==> src/rtl/ucsbece154b_mem_arbiter.sv <==
// ucsbece154b_mem_arbiter
// Shares one single-ported, variable-latency memory between the fetch port
// and the data port. One access is in flight at a time. Data wins ties
// unless fetch has lost STARVE_LIMIT grants in a row. Completion is a
// one-cycle valid pulse to the winner, and every output is a flop.
module ucsbece154b_mem_arbiter #(
   parameter int ADDR_W       = 32,
   parameter int DATA_W       = 32,
   parameter int STARVE_LIMIT = 2
) (
   input  logic              clk,
   input  logic              reset,
   input  logic              if_req_i,
   input  logic [ADDR_W-1:0] if_addr_i,
   output logic [DATA_W-1:0] if_rdata_o,
   output logic              if_valid_o,
   input  logic              dm_req_i,
   input  logic              dm_we_i,
   input  logic [ADDR_W-1:0] dm_addr_i,
   input  logic [DATA_W-1:0] dm_wdata_i,
   output logic [DATA_W-1:0] dm_rdata_o,
   output logic              dm_valid_o,
   output logic              mem_req_o,
   output logic              mem_we_o,
   output logic [ADDR_W-1:0] mem_addr_o,
   output logic [DATA_W-1:0] mem_wdata_o,
   input  logic [DATA_W-1:0] mem_rdata_i,
   input  logic              mem_ready_i,
   output logic              busy_o
);

   localparam int CNT_W = $clog2(STARVE_LIMIT + 1);
   localparam logic [CNT_W-1:0] CNT_MAX = CNT_W'(STARVE_LIMIT);
   localparam logic [CNT_W-1:0] CNT_ONE = CNT_W'(1);

   typedef enum logic [1:0] {
      S_IDLE    = 2'd0,
      S_BUSY_IF = 2'd1,
      S_BUSY_DM = 2'd2,
      S_DONE    = 2'd3
   } state_t;

   state_t            state_q, state_d;
   logic [ADDR_W-1:0] addr_q, addr_d;
   logic              we_q, we_d;
   logic [DATA_W-1:0] wdata_q, wdata_d;
   logic [DATA_W-1:0] if_rdata_q, if_rdata_d;
   logic [DATA_W-1:0] dm_rdata_q, dm_rdata_d;
   logic [CNT_W-1:0]  starve_cnt_q, starve_cnt_d;
   logic              if_valid_q, if_valid_d;
   logic              dm_valid_q, dm_valid_d;
   logic              mem_req_q, mem_req_d;
   logic              busy_q, busy_d;
   logic              dm_wins;

   // Arbitration, access tracking and registered-output next values.
   always_comb begin
      // NOTE: every variable gets a default first so no path leaves it unassigned (no latch).
      state_d      = state_q;
      addr_d       = addr_q;
      we_d         = we_q;
      wdata_d      = wdata_q;
      if_rdata_d   = if_rdata_q;
      dm_rdata_d   = dm_rdata_q;
      starve_cnt_d = starve_cnt_q;
      if_valid_d   = 1'b0;
      dm_valid_d   = 1'b0;
      // Fetch is forced to win once it has been passed over STARVE_LIMIT times.
      dm_wins      = dm_req_i && !(if_req_i && (starve_cnt_q == CNT_MAX));

      case (state_q)
         S_IDLE: begin
            if (dm_wins) begin
               state_d = S_BUSY_DM;
               addr_d  = dm_addr_i;
               we_d    = dm_we_i;
               wdata_d = dm_wdata_i;
               if (if_req_i) begin
                  starve_cnt_d = (starve_cnt_q == CNT_MAX) ? CNT_MAX : starve_cnt_q + CNT_ONE;
               end else begin
                  starve_cnt_d = '0;
               end
            end else if (if_req_i) begin
               state_d      = S_BUSY_IF;
               addr_d       = if_addr_i;
               we_d         = 1'b0;
               starve_cnt_d = '0;
            end
         end
         S_BUSY_IF: begin
            if (mem_ready_i) begin
               if_rdata_d = mem_rdata_i;
               if_valid_d = 1'b1;
               state_d    = S_DONE;
            end
         end
         S_BUSY_DM: begin
            if (mem_ready_i) begin
               // Stores complete without touching the load data register.
               if (!we_q) begin
                  dm_rdata_d = mem_rdata_i;
               end
               dm_valid_d = 1'b1;
               state_d    = S_DONE;
            end
         end
         S_DONE: begin
            state_d = S_IDLE;
         end
         default: begin
            state_d = S_IDLE;
         end
      endcase

      // Decoded from the next state so the flopped copies line up with state_q.
      mem_req_d = (state_d == S_BUSY_IF) || (state_d == S_BUSY_DM);
      busy_d    = (state_d != S_IDLE);
   end

   // State and output registers; reset abandons any in-flight access.
   always_ff @(posedge clk or posedge reset) begin
      if (reset) begin
         state_q      <= S_IDLE;
         addr_q       <= '0;
         we_q         <= 1'b0;
         wdata_q      <= '0;
         if_rdata_q   <= '0;
         dm_rdata_q   <= '0;
         starve_cnt_q <= '0;
         if_valid_q   <= 1'b0;
         dm_valid_q   <= 1'b0;
         mem_req_q    <= 1'b0;
         busy_q       <= 1'b0;
      end else begin
         // NOTE: non-blocking assignments so every flop samples pre-edge values.
         state_q      <= state_d;
         addr_q       <= addr_d;
         we_q         <= we_d;
         wdata_q      <= wdata_d;
         if_rdata_q   <= if_rdata_d;
         dm_rdata_q   <= dm_rdata_d;
         starve_cnt_q <= starve_cnt_d;
         if_valid_q   <= if_valid_d;
         dm_valid_q   <= dm_valid_d;
         mem_req_q    <= mem_req_d;
         busy_q       <= busy_d;
      end
   end

   assign if_rdata_o  = if_rdata_q;
   assign if_valid_o  = if_valid_q;
   assign dm_rdata_o  = dm_rdata_q;
   assign dm_valid_o  = dm_valid_q;
   assign mem_req_o   = mem_req_q;
   assign mem_we_o    = we_q;
   assign mem_addr_o  = addr_q;
   assign mem_wdata_o = wdata_q;
   assign busy_o      = busy_q;

endmodule

==> config.mk <==
export PLATFORM = sky130hd
export DESIGN_NAME = ucsbece154b_mem_arbiter
export DESIGN_NICKNAME = d
export VERILOG_FILES = /design/src/rtl/ucsbece154b_mem_arbiter.sv
export SDC_FILE = /design/constraint.sdc
export NUM_CORES = 1
export LEC_CHECK = 0
export BUFFER_PORTS_ARGS = -buffer_cell sky130_fd_sc_hd__buf_4
export CORE_UTILIZATION = 42
export CTS_CLUSTER_DIAMETER = 80
export DETAILED_ROUTE_END_ITERATION = 10
export GPL_TIMING_DRIVEN = 0
export PLACE_DENSITY_LB_ADDON = 0.08
export SLEW_MARGIN = 20
export SYNTH_ARGS = -nofsm -noshare
export SYNTH_HDL_FRONTEND = slang
export SYNTH_SLANG_ARGS = --single-unit
export TNS_END_PERCENT = 5
==> constraint.sdc <==
create_clock -name clk -period 4.4 [get_ports clk]
set_input_delay 0.44 -clock clk [delete_from_list [all_inputs] [get_ports clk]]
set_output_delay 0.44 -clock clk [all_outputs]
set_load 0.01 [all_outputs]
# After elaboration in Yosys (flattened, before gate mapping)
# Index checks and enable logic that the tools add are counted.
dict set report classes {
  n_reduce_logical 12
  n_eq_ne 6
  mux 15
  n_addsub 1
  bitwise 1
}
# cell count
set ops {}
lappend ops {{$mux 32} 2}
lappend ops {{$mux 2} 7}
lappend ops {{$eq 2x2->1 const B} 4}
lappend ops {{$pmux 2 s3} 1}
lappend ops {{$reduce_and 2->1} 3}
lappend ops {{$mux 1} 5}
lappend ops {{$eq 2x1->1 const B} 2}
lappend ops {{$reduce_bool 2->1} 2}
lappend ops {{$reduce_and 3->1} 1}
lappend ops {{$add 2x1->2 const B} 1}
lappend ops {{$logic_and 1x1->1} 2}
lappend ops {{$logic_not 2->1} 1}
lappend ops {{$reduce_or 2->1} 1}
lappend ops {{$logic_not 1->1} 1}
lappend ops {{$logic_or 1x1->1} 1}
lappend ops {{$not 1->1} 1}
dict set report totals {
  reg_bits 137
}

# Longest topological paths before layout
dict set report logic_depth {
  depth_word 8
  mapped_depth 8
  ltp_nobuf 7
}

# Least setup slack after synthesis
# Ideal clock, no wire load.
dict set report synth_timing {
  path_type {register -> register}
  start {reg state_q[0]}
  end {reg dm_rdata_q[10] (netlist: dm_rdata_o[10])}
  path_slack_ns 2.727
  path_stages_with_launch 8
  t_arrival_ns 1.549
  period_less_slack_ns 1.673
  path_cell_list {dfrtp_1 inv_1 ha_1 and2_1 nand2b_1 clkbuf_1 buf_2 mux2_2}
}
dict set report synth_between {
  elab_chain_cells 2
}
# element line
set synth_lines {}
lappend synth_lines {{from (decl)} 43} ;# state_t state_q, state_d;
lappend synth_lines {{from (signal assigned)} 136} ;# state_q <= state_d;
lappend synth_lines {{$eq 2x2->1} 71} ;# case (state_q)
lappend synth_lines {{$reduce_and 3->1 (no source line)} -}
lappend synth_lines {{to (signal assigned)} 141} ;# dm_rdata_q <= dm_rdata_d;
lappend synth_lines {{to (decl)} 48} ;# logic [DATA_W-1:0] dm_rdata_q, dm_rdata_d;
# Every way passes these cells.
# A chain may end at the register's enable or synchronous reset.

# Worst setup path in the final report
dict set report layout_timing {
  start {reg state_q[0]}
  end {reg dm_rdata_q[23] (netlist: dm_rdata_o[23])}
}
# Same word-level chain as after synthesis.

==> key figures <==
Die
  • Area of the die: 13500 um^2
  • I/O pin cnt: between 200 and 300
  • Die Wd: 116 um
  • Initial Utilization: 43.3%
  • Rows: 41
  • Die Ht: around 120 um
  • Core Footprint: 12700 um^2

CTS
  • Worst skew pair latency: around 0.41 ns
  • Clock Sinks: 137
  • Longest Clk Path Bufs: 2
  • CTS H-tree lvls: 4
  • Post-CTS sizing: 0
  • CTS Hold Bufs: 0
  • CTS tree: yes
  • CTS root buffer: clkbuf_16
  • Worst-path clk slew: 0.06 ns
  • TritonCTS buffer count: 17
  • Post-CTS Setup Inserts: 0

Finish
  • Final Non-Filler Cells: 896
  • Nets@finish: about 850
  • Diodes inserted: 0
  • Most common cell after layout, fill and taps aside: buf_4
  • Post-route cell area: 8330 um^2
  • Layout cell share with drive strength beyond 1: between 50% and 60%
  • Area delta synth->final: 52.0%
  • Most frequent cells in the layout: 266 x buf_4, 137 x dfrtp_1, 67 x a21oi_1

Routing
  • Post-Route WL: 14.0 mm
  • Router iterations before antenna repair: 5
  • Post-DR wirelength/cell: 15.7 um
  • Routed Antenna Nets: 0
  • DRC errors left: 0
  • Initial DRC count: 178
  • Via density: 4.85
  • Via Count: between 4000 and 5000

Timing
  • Setup TNS: 0 ns
  • RSZ-0062 raised after global routing: false
  • Max-slew violation count: 0
  • Clock Skews: 0.00523 ns
  • Worst Max-Slew Pin Slew: roughly 0.49 ns
  • Fmax: 508 MHz
  • Final WS setup: between 2 and 2.5 ns
  • Max-slew headroom: about 68%
  • Final Hold Viols: 0
  • Final setup fails: 0
  • Final period util: 44.8%
  • Min Tclk post-route: roughly 2.0 ns

Critical path
  • WP data required: 4.70 ns
  • Reg2reg setup slack: 2.43 ns
  • Max FO, Critical Path: 10
  • CP endpoint kind: register
  • Crit Path Class: reg -> reg
  • Worst setup SP type: register
  • Critical path data arrival time: 2.26 ns

Pwr
  • Sw frac: 31.9%
  • Peak supply drop: ~0.37 mV
  • Flop pwr share: 35.4%
  • Tot Pwr: 6.32 mW
  • Clock share of power: 22.9%
  • Power per Cell Area: 759 nW/um^2
  • Sw power: 2.02 mW
  • Internal: 4.30 mW
  • Comb pwr share: between 40% and 50%
  • Leakage: 4.06 nW

Logic synthesis
  • Netlist Area Pre-Place: around 5500 um^2
  • Syn. warnings: 0
  • Sequential element share of the synthesized area: 62.5%
  • Cell count after synthesis: 426
  • EDFF count, synth: 0
  • Synth Register Bits: 137
  • Synthesized Nets: 567
  • Ys async rst share: 100%
  • Unique cell type count in the Yosys netlist: 22
  • Post-synthesis area per instance: 12.9 um^2
  • Ys flop type: dfrtp_1

Placement
  • I/O Buffers: ~270
  • DP Worst Slack: roughly 2.4 ns
  • Hpwl dp: ~11 mm
  • Placer Congestion: 0.784
  • Placed Cells: 864
  • Area of placed instances: 7720 um^2

Global route
  • First-pass GRT wire length: ~22 mm
  • Overall routing resource usage: 21.5%
  • Initial antenna violation count: 0
  • Pin count of the biggest net entering global routing: 77
  • Vias in the first global route: between 4000 and 5000
  • GRT overflow: 0

Worst hold path
  • Worst Hold Class: in -> async

Run
  • Max-Cap Viols: 0

Status
  • Status: finished clean
through the flow:
stage | utilization, % | hold WS, ns
floorplan | - | 0.506
global placement | 60.7 | 0.471
detailed placement | 60.9 | 0.478
CTS | 65.8 | 0.0659
global route | 65.8 | 0.0858
finish | 65.8 | 0.0530
routing by layer:
metal / track usage (%) / part of all wire (%) / wire length [um] / vias to the layer above
met5: 0 / 0 / 0 / -
met4: 9.23 / 2.2 / 314 / 0
met3: 8.87 / 9.6 / 1350 / 23
met2: 35.9 / 50 / 7010 / 194
met1: 24.1 / 38 / 5360 / 2093
li1: - / - / - / 2033
Yosys cell counts (all sizes together), types with 2 or more instances:
master / n / share of area, %
dfrtp: 137 / 63
nor2: 34 / 2.3
and2: 2 / 0.23
mux2: 96 / 20
buf: 16 / 2.0
o21ai: 3 / 0.27
o22ai: 2 / 0.23
nand2: 36 / 2.5
inv: 8 / 0.55
o21a: 3 / 0.41
ha: 7 / 1.6
clkbuf: 10 / 0.68
a21oi: 67 / 6.1
path summary, 6_finish.rpt:
kind,from,endpoint,cells past startpoint
max in group asynchronous,reset,if_rdata_o[2]$_DFFE_PP0P_,3
worst min register to register,mem_wdata_o[5]$_DFFE_PP0P_,mem_wdata_o[5]$_DFFE_PP0P_,1
worst max-delay path,state_q[0]$_DFF_PP0_,dm_rdata_o[23]$_DFFE_PP0P_,7
worst min-delay path,reset,mem_wdata_o[21]$_DFFE_PP0P_,2
min in group clk,dm_wdata_i[3],mem_wdata_o[3]$_DFFE_PP0P_,2
worst max register to register,state_q[0]$_DFF_PP0_,dm_rdata_o[23]$_DFFE_PP0P_,7
power by group through the flow:
stage,sequential (mW),combinational [mW],clock (mW)
finish,2.24,2.63,1.45
global route,2.32,2.89,1.54
CTS,2.24,2.67,1.48
detailed placement,2.26,2.67,0
global placement,2.22,2.61,0
floorplan,2.52,1.03,0
cell families (layout without fill, tap and decap cells):
group / count (synthesis) / in the layout / synth area share, %
compound gates: 79 / 79 / 7.83
fa+ha+maj: 7 / 7 / 1.60
buf+inv: 34 / 332 / 3.19
flops: 137 / 137 / 62.5
mux: 96 / 96 / 19.7
simple gates: 73 / 73 / 5.13
sequential cells by signal, summed over array words and instances, names as in the netlist:
| register | cells |
|---|---|
| starve_cnt_q | 2 |
| if_rdata_o | 32 |
| mem_addr_o | 32 |
| mem_req_o | 1 |
| dm_valid_o | 1 |
| dm_rdata_o | 32 |
| if_valid_o | 1 |
| state_q | 2 |
| mem_we_o | 1 |
| mem_wdata_o | 32 |
| busy_o | 1 |
critical path, stage by stage (launching register included):
cell and delay, ns:
dfrtp_1 0.39, inv_1 0.10, ha_1 0.19, and2_1 0.16
nand2b_1 0.06, clkbuf_1 0.24, buf_2 0.33, mux2_2 0.38
final cells by class:
cell class | instances | area, um^2
Fill cell | 1009 | 4340
Sequential cell | 137 | 3430
Timing Repair Buffer | 266 | 2020
Multi-Input combinational cell | 255 | 1880
Clock buffer | 25 | 495
Tap cell | 172 | 215
Buffer | 26 | 145
Clock inverter | 7 | 114
Inverter | 8 | 37.5
No activity file was read; power rests on OpenSTA's default activity.
